--- config.mk ---
export PLATFORM = sky130hd
export DESIGN_NAME = dtm_jtag
export DESIGN_NICKNAME = d
export VERILOG_FILES = /design/src/rtl/dtm_pkg.sv /design/src/rtl/jtag_tap_sync.sv /design/src/rtl/dtm_jtag.sv
export SDC_FILE = /design/constraint.sdc
export NUM_CORES = 1
export LEC_CHECK = 0
export CAP_MARGIN = 20
export CORE_MARGIN = 2
export CORE_UTILIZATION = 30
export CTS_BUF_LIST = sky130_fd_sc_hd__clkbuf_8
export CTS_CLUSTER_SIZE = 30
export DETAILED_ROUTE_END_ITERATION = 7
export RECOVER_POWER = 50
export SYNTH_ARGS = -nofsm -noshare
export SYNTH_HDL_FRONTEND = slang
export SYNTH_SLANG_ARGS = --single-unit
--- constraint.sdc ---
create_clock -name clk -period 4.6 [get_ports clk]
set_clock_uncertainty 0.2 [all_clocks]
set_input_delay 0.92 -clock clk [delete_from_list [all_inputs] [get_ports clk]]
set_output_delay 0.92 -clock clk [all_outputs]
set_load 0.05 [all_outputs]
--- src/rtl/dtm_pkg.sv ---
// Shared types and constants for the JTAG debug transport module: TAP states,
// IR encodings, DTMCS layout and the DMI request frame.
package dtm_pkg;

  localparam int DMI_ABITS = 7;

  typedef enum logic [3:0] {
    TEST_LOGIC_RESET,
    RUN_TEST_IDLE,
    SELECT_DR,
    CAPTURE_DR,
    SHIFT_DR,
    EXIT1_DR,
    PAUSE_DR,
    EXIT2_DR,
    UPDATE_DR,
    SELECT_IR,
    CAPTURE_IR,
    SHIFT_IR,
    EXIT1_IR,
    PAUSE_IR,
    EXIT2_IR,
    UPDATE_IR
  } tap_state_e;

  typedef enum logic [1:0] {
    DR_BYPASS,
    DR_IDCODE,
    DR_DTMCS,
    DR_DMI
  } dr_sel_e;

  localparam logic [4:0] IR_IDCODE = 5'h01;
  localparam logic [4:0] IR_DTMCS  = 5'h10;
  localparam logic [4:0] IR_DMI    = 5'h11;
  localparam logic [4:0] IR_BYPASS = 5'h1f;

  localparam logic [1:0] DMI_OP_NOP    = 2'd0;
  localparam logic [1:0] DMI_OP_READ   = 2'd1;
  localparam logic [1:0] DMI_OP_WRITE  = 2'd2;
  localparam logic [1:0] DMI_STAT_BUSY = 2'd3;

  typedef struct packed {
    logic [16:0] zero;
    logic [2:0]  idle;
    logic [1:0]  dmistat;
    logic [5:0]  abits;
    logic [3:0]  version;
  } dtmcs_t;

  // Field order matches the DMI shift frame: address on top, op in the LSBs.
  typedef struct packed {
    logic [DMI_ABITS-1:0] addr;
    logic [31:0]          data;
    logic [1:0]           op;
  } dmi_req_t;

  function automatic tap_state_e tap_next(input tap_state_e s, input logic tms);
    tap_state_e n;
    case (s)
      TEST_LOGIC_RESET: n = tms ? TEST_LOGIC_RESET : RUN_TEST_IDLE;
      RUN_TEST_IDLE:    n = tms ? SELECT_DR : RUN_TEST_IDLE;
      SELECT_DR:        n = tms ? SELECT_IR : CAPTURE_DR;
      CAPTURE_DR:       n = tms ? EXIT1_DR  : SHIFT_DR;
      SHIFT_DR:         n = tms ? EXIT1_DR  : SHIFT_DR;
      EXIT1_DR:         n = tms ? UPDATE_DR : PAUSE_DR;
      PAUSE_DR:         n = tms ? EXIT2_DR  : PAUSE_DR;
      EXIT2_DR:         n = tms ? UPDATE_DR : SHIFT_DR;
      UPDATE_DR:        n = tms ? SELECT_DR : RUN_TEST_IDLE;
      SELECT_IR:        n = tms ? TEST_LOGIC_RESET : CAPTURE_IR;
      CAPTURE_IR:       n = tms ? EXIT1_IR  : SHIFT_IR;
      SHIFT_IR:         n = tms ? EXIT1_IR  : SHIFT_IR;
      EXIT1_IR:         n = tms ? UPDATE_IR : PAUSE_IR;
      PAUSE_IR:         n = tms ? EXIT2_IR  : PAUSE_IR;
      EXIT2_IR:         n = tms ? UPDATE_IR : SHIFT_IR;
      UPDATE_IR:        n = tms ? SELECT_DR : RUN_TEST_IDLE;
      default:          n = TEST_LOGIC_RESET;
    endcase
    return n;
  endfunction

endpackage

--- src/rtl/jtag_tap_sync.sv ---
// Oversamples the JTAG pins into clk, detects tck edges and runs the
// IEEE 1149.1 TAP controller on the synchronised tck rising edge.
module jtag_tap_sync
  import dtm_pkg::*;
#(
  parameter int SYNC_STAGES = 2
) (
  input  logic       clk,
  input  logic       rst,
  input  logic       tck,
  input  logic       tms,
  input  logic       tdi,
  output logic       tck_rise,
  output logic       tck_fall,
  output logic       tdi_s,
  output tap_state_e state
);

  logic [SYNC_STAGES-1:0] tck_sync_q, tck_sync_d;
  logic [SYNC_STAGES-1:0] tms_sync_q, tms_sync_d;
  logic [SYNC_STAGES-1:0] tdi_sync_q, tdi_sync_d;
  logic                   tck_prev_q, tck_prev_d;
  tap_state_e             state_q, state_d;

  logic tck_s;
  logic tms_s;

  // All three pins go through the same depth so tms/tdi line up with tck.
  assign tck_s    = tck_sync_q[SYNC_STAGES-1];
  assign tms_s    = tms_sync_q[SYNC_STAGES-1];
  assign tdi_s    = tdi_sync_q[SYNC_STAGES-1];
  assign tck_rise = tck_s & ~tck_prev_q;
  assign tck_fall = ~tck_s & tck_prev_q;
  assign state    = state_q;

  always_comb begin
    // NOTE: every *_d is assigned before any condition so no latch is inferred.
    tck_sync_d = (tck_sync_q << 1) | SYNC_STAGES'(tck);
    tms_sync_d = (tms_sync_q << 1) | SYNC_STAGES'(tms);
    tdi_sync_d = (tdi_sync_q << 1) | SYNC_STAGES'(tdi);
    tck_prev_d = tck_s;
    state_d    = state_q;
    if (tck_rise) begin
      state_d = tap_next(state_q, tms_s);
    end
  end

  // NOTE: flops use <= so every register samples the pre-edge values.
  always_ff @(posedge clk) begin
    if (rst) begin
      tck_sync_q <= '0;
      tms_sync_q <= '0;
      tdi_sync_q <= '0;
      tck_prev_q <= 1'b0;
      state_q    <= TEST_LOGIC_RESET;
    end else begin
      tck_sync_q <= tck_sync_d;
      tms_sync_q <= tms_sync_d;
      tdi_sync_q <= tdi_sync_d;
      tck_prev_q <= tck_prev_d;
      state_q    <= state_d;
    end
  end

endmodule

--- src/rtl/dtm_jtag.sv ---
// JTAG debug transport module: IR/DR scan chains (IDCODE, DTMCS, DMI, BYPASS)
// and the single-outstanding DMI handshake towards the debug module.
module dtm_jtag
  import dtm_pkg::*;
#(
  parameter logic [31:0] IDCODE_VAL  = 32'h1000_0001,
  parameter int          ABITS       = DMI_ABITS,
  parameter int          SYNC_STAGES = 2
) (
  input  logic             clk,
  input  logic             rst,
  input  logic             tck,
  input  logic             tms,
  input  logic             tdi,
  output logic             tdo,
  output logic             dmi_start,
  input  logic             dmi_finish,
  output logic [1:0]       dmi_op,
  output logic [ABITS-1:0] dmi_address,
  output logic [31:0]      dmi_data_o,
  input  logic [31:0]      dmi_data_i
);

  localparam int DR_W = ABITS + 34;

  logic       tck_rise;
  logic       tck_fall;
  logic       tdi_s;
  tap_state_e state;

  jtag_tap_sync #(
    .SYNC_STAGES(SYNC_STAGES)
  ) u_tap (
    .clk     (clk),
    .rst     (rst),
    .tck     (tck),
    .tms     (tms),
    .tdi     (tdi),
    .tck_rise(tck_rise),
    .tck_fall(tck_fall),
    .tdi_s   (tdi_s),
    .state   (state)
  );

  logic [4:0]      ir_q, ir_d;
  logic [4:0]      ir_shift_q, ir_shift_d;
  logic [DR_W-1:0] dr_q, dr_d;
  logic            tdo_q, tdo_d;
  logic            dmi_start_q, dmi_start_d;
  dmi_req_t        req_q, req_d;
  logic            busy_q, busy_d;
  logic [1:0]      sticky_q, sticky_d;
  logic [31:0]     last_rdata_q, last_rdata_d;

  dr_sel_e     dr_sel;
  dtmcs_t      dtmcs_rd;
  dmi_req_t    dmi_in;
  logic        busy_now;
  logic [31:0] rdata_now;
  logic [1:0]  dmi_status;

  always_comb begin
    case (ir_q)
      IR_IDCODE: dr_sel = DR_IDCODE;
      IR_DTMCS:  dr_sel = DR_DTMCS;
      IR_DMI:    dr_sel = DR_DMI;
      default:   dr_sel = DR_BYPASS;
    endcase
  end

  // A completion in the same clk as a capture is folded in before the capture.
  assign busy_now   = busy_q & ~dmi_finish;
  assign rdata_now  = (busy_q && dmi_finish && req_q.op == DMI_OP_READ) ? dmi_data_i
                                                                         : last_rdata_q;
  assign dmi_status = (busy_now || sticky_q == DMI_STAT_BUSY) ? DMI_STAT_BUSY : DMI_OP_NOP;
  assign dmi_in     = dmi_req_t'(dr_q);

  always_comb begin
    dtmcs_rd         = '0;
    dtmcs_rd.idle    = 3'd1;
    dtmcs_rd.dmistat = sticky_q;
    dtmcs_rd.abits   = 6'(ABITS);
    dtmcs_rd.version = 4'd1;
  end

  always_comb begin
    ir_d         = ir_q;
    ir_shift_d   = ir_shift_q;
    dr_d         = dr_q;
    tdo_d        = tdo_q;
    dmi_start_d  = 1'b0;
    req_d        = req_q;
    busy_d       = busy_now;
    sticky_d     = sticky_q;
    last_rdata_d = rdata_now;

    if (state == TEST_LOGIC_RESET) begin
      ir_d = IR_IDCODE;
    end

    if (tck_rise) begin
      case (state)
        CAPTURE_IR: ir_shift_d = 5'b00001;
        SHIFT_IR:   ir_shift_d = {tdi_s, ir_shift_q[4:1]};
        UPDATE_IR:  ir_d = ir_shift_q;
        CAPTURE_DR: begin
          case (dr_sel)
            DR_IDCODE: dr_d = DR_W'(IDCODE_VAL);
            DR_DTMCS:  dr_d = DR_W'(dtmcs_rd);
            DR_DMI: begin
              dr_d = {req_q.addr, rdata_now, dmi_status};
              if (busy_now) sticky_d = DMI_STAT_BUSY;
            end
            default:   dr_d = '0;
          endcase
        end
        SHIFT_DR: begin
          case (dr_sel)
            DR_IDCODE, DR_DTMCS: dr_d = DR_W'({tdi_s, dr_q[31:1]});
            DR_DMI:              dr_d = {tdi_s, dr_q[DR_W-1:1]};
            default:             dr_d = DR_W'(tdi_s);
          endcase
        end
        UPDATE_DR: begin
          if (dr_sel == DR_DTMCS) begin
            if (dr_q[17]) begin
              sticky_d = '0;
              busy_d   = 1'b0;
            end else if (dr_q[16]) begin
              sticky_d = '0;
            end
          end else if (dr_sel == DR_DMI) begin
            if (busy_now) begin
              sticky_d = DMI_STAT_BUSY;
            end else if (sticky_q == '0 &&
                         (dmi_in.op == DMI_OP_READ || dmi_in.op == DMI_OP_WRITE)) begin
              req_d       = dmi_in;
              dmi_start_d = 1'b1;
              busy_d      = 1'b1;
            end
          end
        end
        default: ;
      endcase
    end

    if (tck_fall) begin
      if (state == SHIFT_IR)      tdo_d = ir_shift_q[0];
      else if (state == SHIFT_DR) tdo_d = dr_q[0];
      else                        tdo_d = 1'b0;
    end
  end

  always_ff @(posedge clk) begin
    if (rst) begin
      ir_q         <= IR_IDCODE;
      ir_shift_q   <= '0;
      dr_q         <= '0;
      tdo_q        <= 1'b0;
      dmi_start_q  <= 1'b0;
      req_q        <= '0;
      busy_q       <= 1'b0;
      sticky_q     <= '0;
      last_rdata_q <= '0;
    end else begin
      ir_q         <= ir_d;
      ir_shift_q   <= ir_shift_d;
      dr_q         <= dr_d;
      tdo_q        <= tdo_d;
      dmi_start_q  <= dmi_start_d;
      req_q        <= req_d;
      busy_q       <= busy_d;
      sticky_q     <= sticky_d;
      last_rdata_q <= last_rdata_d;
    end
  end

  assign tdo         = tdo_q;
  assign dmi_start   = dmi_start_q;
  assign dmi_op      = req_q.op;
  assign dmi_address = req_q.addr;
  assign dmi_data_o  = req_q.data;

endmodule

* Word level (Yosys, flattened, before mapping)
Cells that the tools add are included.
** Storage, ports and cells
- Input port bits :: 38
- Bits in registers :: 140
- Output and inout bits :: 43
- Word-level logic and storage cells :: 113
** Operators by class
- Eq/ne operators :: 26
- Reduce and logical (&&, ||, !) cells :: 19
- Multiplexer cells :: 38
- Bitwise gates (word level) :: 14
** Operators by type and width (number)
- 41-bit one-hot mux with 2 select lines :: 2
- 41-bit one-hot mux with 3 select lines :: 1
- 4-bit one-hot mux with 12 select lines :: 1
- 4-bit == test, second input constant :: 8
- 32-bit two-way mux :: 1
- 2-bit two-way mux :: 9
- 4-bit by 3-bit == test with 1-bit output, second input constant :: 4
- 4-bit two-way mux :: 4
- 5-bit two-way mux :: 3
- 1-bit two-way mux :: 12
- 5-bit == test, second input constant :: 2
- 5-bit one-hot mux with 2 select lines :: 1
- 2-bit == test, second input constant :: 4
- 4-bit by 2-bit == test with 1-bit output, second input constant :: 2
- 1-bit NOT :: 8
- 2-bit by 1-bit == test with 1-bit output, second input constant :: 3
- 3-bit two-way mux :: 2
- 2-bit by 1-bit bitwise OR with 2-bit output :: 3
- 2-bit one-hot mux with 3 select lines :: 1
- 6-bit AND reduction :: 1
- 2-bit nonzero test :: 3
- 2-bit OR reduction :: 3
- 6-bit OR reduction :: 1
- 5-bit by 1-bit == test with 1-bit output, second input constant :: 1
- other kinds (11) :: 17

* Depth between registers and ports, before layout
- Word-level depth :: 9
- Mapped depth :: 9
- Gate-level depth less buffers :: 7

* Cells and area by module
From an unflattened synthesis, not the netlist that was laid out.
** Unflattened totals
- Cell total of the unflattened synthesis :: 674
- Area, all modules :: 6179.7 um^2
** By module, submodules not included
- dtm_jtag :: area each 5634.2 um^2, seq. area each 2582.5 um^2, times used 1, cells an instance 611
- jtag_tap_sync :: area each 545.5 um^2, seq. area each 220.2 um^2, times used 1, cells an instance 63

* Least setup slack after synthesis
No wires, ideal clock.
- Path kind :: register to register
- Start point :: register ir_q[0]
- End point :: register req_q, in the netlist dmi_address[0]
- Library setup time :: 132 ps
- Buffers on the path :: 2
- Setup slack :: 1788 ps
- Cell stages (with the launch flop) :: 10
- Arrival :: 2480 ps
- Period minus slack after synthesis :: 2812 ps
- Data required time :: 4268 ps
- Cell sequence :: dfxtp_1 > nor4b_4 > inv_1 > ha_1 > or4_1 > or4_1 > buf_4 > buf_6 > nand2_1 > a21oi_1
** Between the ends
- Longest elaborated chain between the ends :: 5
- Elaborated cells between the ends (all ways) :: 8
- Those cells by class :: 5 x eq/ne; 1 x mux; 1 x bitwise; 1 x reduce/logical
** Ends and longest elaborated chain
- start, declared :: RTL line dtm_jtag.sv:45 : logic [4:0] ir_q, ir_d;
- start signal, assigned :: RTL line dtm_jtag.sv:166 : ir_q <= ir_d;
- 5-bit == test or 5-bit by 1-bit == test with 1-bit output (tied branches) :: RTL line dtm_jtag.sv:63 : case (ir_q)
- 2-bit one-hot mux with 3 select lines * :: RTL line dtm_jtag.sv:63
- 2-bit == test :: RTL line dtm_jtag.sv:125 : if (dr_sel == DR_DTMCS) begin
- 1-bit NOT (no source line)
- 6-bit AND reduction (no source line) *
- end signal, assigned :: RTL line dtm_jtag.sv:171 : req_q <= req_d;
- end, declared :: RTL line dtm_jtag.sv:50 : dmi_req_t req_q, req_d;
Every way passes the cells marked *; elsewhere a longest branch is shown, timed or not.
A chain may end at the register's enable or synchronous reset.

* Final worst setup path
- Start point :: input port dmi_finish
- End point :: register dr_q[28] (netlist: dmi_in[28])
** Between the ends
- Longest elaborated chain between the ends :: 5
** Ends and longest elaborated chain
- start, declared :: RTL line dtm_jtag.sv:17 : input logic dmi_finish,
- 1-bit logical AND (2 in series) :: RTL line dtm_jtag.sv:73 : assign rdata_now = (busy_q && dmi_finish && req_q.op == DMI_OP_READ) ? dmi_data_i
- 32-bit two-way mux :: RTL line dtm_jtag.sv:73
- 41-bit one-hot mux with 3 select lines :: RTL line dtm_jtag.sv:107 : case (dr_sel)
- 41-bit one-hot mux with 2 select lines :: RTL line dtm_jtag.sv:102 : case (state)
- end signal, assigned :: RTL line dtm_jtag.sv:168 : dr_q <= dr_d;
- end, declared :: RTL line dtm_jtag.sv:47 : logic [DR_W-1:0] dr_q, dr_d;
No other way between the ends.

==> parameters.txt <==
Parameter                              Value

Worst setup path
  Crit Path Max Fanout ... 19
  Largest incremental delay on the critical path ... 1.11 ns
  Cells traversed along the worst timing path ... dlygate4sd3_1 -> nand4b_1 -> clkbuf_1 -> mux2i_1 -> a21oi_1 -> a211oi_1 -> nor3_1
  Critical setup path kind ... in2reg
  Flop2flop setup slack ... 1.40 ns
  Number of cells on the worst reg-to-reg path ... 4
  Startpoint of the worst-slack reg-to-reg timing path ... u_tap.state[2]$_SDFFE_PP0P_
  Crit path max-delay cell type ... clkbuf_1
  Category of the worst setup path capture point ... register
  Reg-to-reg endpoint ... dmi_in[10]$_SDFFE_PP0P_
  CP startpoint ... dmi_finish
  Kind of start point of the critical path ... input pin
  Data arrival time at the worst-slack endpoint ... 3.53 ns
  Required time reported for the critical path endpoint ... 4.72 ns

Synth
  Synthesized-area fraction occupied by adder cells ... 0.4473%
  Mux cell area share after synthesis ... 5.726%
  Commonest cells in the netlist ... 153 x nand2_1, 140 x dfxtp_1, 74 x nor2_1, 69 x a21oi_1, 32 x mux2i_1
  Flip-flop and latch count after synthesis ... 140
  Most common cell in the synthesized netlist ... nand2_1
  Number of standard cells after synthesis ... 664
  Main combinational cell family by area after synthesis ... simple AND/OR/NAND/NOR gates
  Net Count, Synth ... 704
  Post-synth design cell area ... 0.005594 sq mm
  Post-synth top flop ... dfxtp_1
  Fraction of synthesized cell area in xor and xnor cells ... 0.4697%
  Synth unique cells ... 45
  Compound-cell area share of the yosys netlist ... 15.43%
  Synth warn ... 0
  Cell types with the largest area share after synthesis ... dfxtp_1 50%, nand2_1 10%, a21oi_1 6.2%, mux2i_1 5.7%, nor2_1 5.0%
  Synth async-reset ratio ... 0%
  Number of flops mapped to enable cells by yosys ... 0
  Per-instance average area after synthesis ... 8.425 sq um
  Sequential fraction of the synthesis area ... 50.10%
  Share of synthesized cell area in and, or, nand and nor gates ... 23.48%
  Most area-hungry cell type in the Yosys netlist ... dfxtp_1
  Fraction of post-synthesis cell area in the top cell type by area ... 50.10%

Clock tree
  Post-CTS setup repair buffer count ... 0
  Latest clock arrival within the worst-skew pair ... 0.45 ns
  Clk Tree Root Cell ... clkbuf_8
  Clock buffer count from CTS ... 17
  Post_cts resized ... 0
  Sink Count ... 140
  Post-CTS clock slew at the launch and capture registers of the worst setup and hold paths ... 0.08 ns
  H-tree levels ... 4
  Hold-fix buffer count after cts ... 0
  Worst-case clock buffer depth ... 2
  Clock tree from TritonCTS ... yes

Outcome
  Result of the run ... finished with violations
  Violated checks ... capacitance limit, slew limit

Die
  Horizontal die dimension ... 140.6 microns
  Number of primary I/O pins ... 81
  Number of rows created at floorplan ... 49
  Die span in y ... 140.6 microns
  Die area ... 0.01976 sq mm
  Effective utilization at floorplan ... 30.83%
  Core region area ... 0.01815 sq mm

Timing
  Number of hold violations in the final report ... 0
  Setup_tns ... 0 ns
  Final period utilization ... 74.06%
  Max Transition Viols Final ... 110
  Unrepaired setup endpoints after global routing ... no
  Worst hold slack ... 0.2408 ns
  Maximum operating frequency ... 293.5 MHz
  Worst slew margin relative to its limit ... -25.54%
  Total of endpoints with negative setup slack in the final report ... 0
  Transition time of the tightest slew-check pin ... 1.883 ns
  Slack of the critical path ... 1.193 ns
  Min Clock Period, post-route ... 3.407 ns

GRT
  Global routing usage summed across all routing layers ... 14.98%
  Antenna violations before repair ... 0
  Grt ovf ... 0
  Wire length of the first global-routing pass ... 23380 microns
  Largest net degree at the start of global routing ... 90
  Number of global-route vias before repair ... 4509

Detailed routing
  DRC ... 0
  Initial DRC count ... 327
  Routed len/inst ... 14.79 microns
  Number of optimization iterations in the first detailed-route pass ... 4
  Routed vias ... 4717
  Final wirelength ... 14390 microns
  Post-detailed-route via-to-cell ratio ... 4.848
  Routed Antenna Nets ... 0

Layout
  Antenna Cells ... 0
  Filler cells ... 1872
  Fraction of final layout cells with drive strength greater than 1 ... 6.855%
  Layout overhead on the synthesized area ... 24.20%
  Post-layout net count ... 771
  Final cell utilization of the core ... 38.29%

Min path
  Hold Path End ... u_tap.tms_sync_q[1]$_SDFF_PP0_
  Source of the worst hold timing path ... u_tap.tms_sync_q[0]$_SDFF_PP0_
  Hold Path Depth ... 1
  Worst hold-check path type ... reg2reg

Place
  Half-perimeter wire length of the detailed placement result ... 9540 microns
  Quantity of I/O buffers inserted on ports ... 80
  Setup WS pre-CTS ... 1.450 ns
  Weighted congestion reported at the end of routability-driven placement ... 0.7864

Power and ir drop
  P per Cell Area ... 329.8 mW/mm^2
  Leakage power summed over all cells ... 2.663 nW
  Peak supply drop ... 160.5 uV

Flow run
  Max-cap violation count ... 2
## worst max-delay path: cells and delay by family
family          cells  cell delay, ns
mux                 1            0.36
buf+inv             2            1.68
simple gates        2            0.21
compound gates      2            0.36
## registers in the layout (all words and copies together), names as in the netlist
register,cells
dmi_in,41
dmi_data_o,32
last_rdata_q,32
dmi_address,7
ir_q,5
ir_shift_q,5
u_tap.state,4
dmi_op,2
sticky_q,2
u_tap.tck_sync_q,2
u_tap.tdi_sync_q,2
u_tap.tms_sync_q,2
busy_q,1
dmi_start,1
tdo,1
u_tap.tck_prev_q,1
## through the flow
stage / cells / power (W) / instance area (sq um)
floorplan: 664 / 0.001276 / 5594
global placement: 941 / 0.001322 / 6558
detailed placement: 941 / 0.001321 / 6558
CTS: 973 / 0.002323 / 6954
global route: 973 / 0.002382 / 6948
finish: 973 / 0.002292 / 6948
## cells by family (layout without fill, tap and decap cells)
group           after synthesis  in the layout
fa+ha+maj                     2              2
flops                       140            140
buf+inv                      49            129
xor+xnor                      3              3
compound gates              143            143
simple gates                295            295
mux                          32             32
## cell type report
type,instances,area (sq um),area share (%)
flip-flops and latches,140,2803,40.34
multi-input cells,475,2561,36.86
repair buffers,92,882.1,12.70
well taps,229,286.5,4.124
clock buffers,17,234.0,3.368
clock inverters,15,162.7,2.341
inverters,5,18.77,0.2701
## cells in the final DEF, fill, tap and decap left out, types with 4 or more instances in the layout
cell type	instances
inv_1	6
nor3_1	19
nand2_1	153
nand3_1	10
a22oi_1	16
clkdlybuf4s50_1	52
dlygate4sd3_1	27
mux2i_1	32
clkbuf_8	17
nand2b_1	4
dfxtp_1	140
o21ai_0	18
o211ai_1	17
a211oi_1	7
nor2_1	74
nor2b_1	13
a21oi_1	69
buf_4	11
inv_6	6
## metal layers
layer  wire, microns  share of wire (%)  GRT usage (%)  vias up
li1                -                  -              -     2402
met1            7135                 50          21.08     2179
met2            6243                 43          21.98      115
met3             722                5.0          3.932       21
met4             293                2.0          5.684        0
met5               0                  0              0        -
## where the power goes
group          internal (W)  switching, W
Sequential          0.00121    0.00000536
Combinational     0.0000355     0.0000363
Clock              0.000491      0.000510
## how the worst max path moves through the flow
stage,cells after the start,to
floorplan,9,dmi_address[0]$_SDFFE_PP0P_
global placement,4,dmi_in[10]$_SDFFE_PP0P_
detailed placement,6,dmi_in[27]$_SDFFE_PP0P_
CTS,6,dmi_in[24]$_SDFFE_PP0P_
global route,7,dmi_in[28]$_SDFFE_PP0P_
finish,7,dmi_in[28]$_SDFFE_PP0P_
Note: power is estimated with default switching activity, not from simulation.
==> patch, RTL diff (same settings) <==
Change the parameter `IDCODE_VAL` from 32'h1000_0001 to 32'h08000000.
--- a/src/rtl/dtm_jtag.sv
+++ b/src/rtl/dtm_jtag.sv
@@ -3,7 +3,7 @@
 module dtm_jtag
   import dtm_pkg::*;
 #(
-  parameter logic [31:0] IDCODE_VAL  = 32'h1000_0001,
+  parameter logic [31:0] IDCODE_VAL  = 32'h08000000,
   parameter int          ABITS       = DMI_ABITS,
   parameter int          SYNC_STAGES = 2
 ) (
Check against the original RTL: same outputs for any inputs over 10 cycles, from zero or initial values and one cycle with rst high; that may be too few to reach the edited logic, so the function may still have changed.
==> patch against the unedited design <==
- the run still ends with max-capacitance violations, max-slew violations left
- setup slack worse by 61 ps
- power is 1.5% higher
- synthesized area is 9.4% higher
- hold slack worse by 3.5 ps
- routed wire length is 21% higher
- design area is 6.5% higher
- sequential cell count stayed put
- register-to-register slack worse by 270 ps
- global-route usage is 1.2 points higher
- utilization is 1.5 points lower
- largest cell class is now multi-input combinational cells
==> patch: results (changes against the unedited design) <==
status: "finished with violations"
violations: "max-capacitance violations, max-slew violations"
syn-num-nets: 718  # +2.0%
dp_hpwl_microns: 11200  # +18%
endpoint: "dmi_in[2]$_SDFFE_PP0P_"
synth_top_cells_by_count: "140 x dfxtp_1, 65 x a21oi_1, 61 x nand4_1"
initialDrtViolationCount: 488  # +49%
drt-total-wl_microns: 17400  # +21%
nFillCells: 2037  # +8.8%
drv_cap: 2  # unchanged
wl_met2_microns: 7160  # +15%
ff2ff_path_depth: 8  # +4
drt_pass1_iterations: 5  # +1
cp_data_arrival_time_ps: 3630  # +100 ps
grt_usage_pct: 16.2  # +1.2 points
grt_max_degree: 95  # +5.6%
synth.distinct_cells: 61  # +36%
grt_pass1_wl_microns: 27900  # +19%
leakage_nw: 2.72  # +2.2%
drv_slew: 132  # +20%
grt_pass1_vias: 4967  # +10%
synthTopCellsByArea: "dfxtp_1 46%, nand4_1 6.2%, a21oi_1 5.3%, mux2i_1 5.2%, o21ai_0 3.9%"
async_reset_ff_share_pct: 0  # unchanged
gp_congestion: 0.805  # +2.4%
yosysSeqAreaShare_pct: 45.8  # -4.3 points
vdd_ir_drop_max_mv: 0.161  # about the same
reg2reg_slack_ps: 1130  # -270 ps
[patch: changes by cell type after synthesis, sizes merged, moves of 10 or more]
cell,delta
a22oi,-13
clkbuf,+23
nand2,-135
nand3,+26
nand4,+60
nand4b,+10
nor2,-27
nor3,-13
o21ai,+39
[patch: stage by stage]
stage	instances	cell area (sq um)	power [mW]	worst slack, ps	util, %
finish	998	7400	2.33	1130	36.8
detailed placement	967	7000	1.33	1160	34.8
global route	998	7400	2.41	908	36.8
floorplan	678	6120	1.28	1840	-
global placement	967	7000	1.33	1270	34.8
CTS	998	7410	2.35	1140	36.9
[patch: report_power, final]
group / internal, mW / total (mW) / leakage (nW) / switching [mW]
logic: 0.0362 / 0.0798 / 1.38 / 0.0437
registers: 1.21 / 1.22 / 1.13 / 0.00579
clock network: 0.535 / 1.03 / 0.209 / 0.491
total: 1.79 / 2.33 / 2.72 / 0.541
[patch: how the worst min path moves through the flow]
stage | cells after the start | end | slack, ps | startpoint
final | 1 | u_tap.tck_sync_q[1]$_SDFF_PP0_ | 240 | u_tap.tck_sync_q[0]$_SDFF_PP0_
after global routing | 1 | u_tap.tck_sync_q[1]$_SDFF_PP0_ | 260 | u_tap.tck_sync_q[0]$_SDFF_PP0_
after CTS | 1 | u_tap.tck_sync_q[1]$_SDFF_PP0_ | 240 | u_tap.tck_sync_q[0]$_SDFF_PP0_
after detailed placement | 1 | u_tap.tck_sync_q[1]$_SDFF_PP0_ | 220 | u_tap.tck_sync_q[0]$_SDFF_PP0_
after global placement | 1 | u_tap.tms_sync_q[1]$_SDFF_PP0_ | 220 | u_tap.tms_sync_q[0]$_SDFF_PP0_
after floorplan | 1 | u_tap.tck_sync_q[1]$_SDFF_PP0_ | 210 | u_tap.tck_sync_q[0]$_SDFF_PP0_
[patch: final cells by class]
class | instances | share of cell area, %
clock inverter | 14 | 2.32
clock buffer | 17 | 3.16
inverter | 6 | 0.338
timing repair buffer | 91 | 11.8
multi-input combinational | 460 | 40.0
sequential | 140 | 37.9
tap | 270 | 4.57
[patch: critical path: stages, from the launching register on]
cell	delay (ps)
dfxtp_1	560
inv_1	160
or4_1	490
ha_1	380
or2_2	370
a2111oi_4	360
buf_4	320
nand3_4	270
o211ai_1	270
[patch: cells by family (layout without fill, tap and decap cells)]
logic type                 Yosys count  after routing  synth area share, %
adders and majority gates            2              2                0.409
buffers and inverters               78            128                 5.93
DFF                                140            140                 45.8
and+or+nand+nor                    219            219                 20.3
xor gates and xnor gates             2              2                0.286
AOI/OAI and AO/OA                  198            198                 20.8
muxes                               39             39                 6.52
[patch: metal layers]
layer  vias up  track usage (%)
met3        19             4.16
met5         -                0
met1      2523             24.3
met2       187             22.4
met4         0             5.00
li1       2596                -
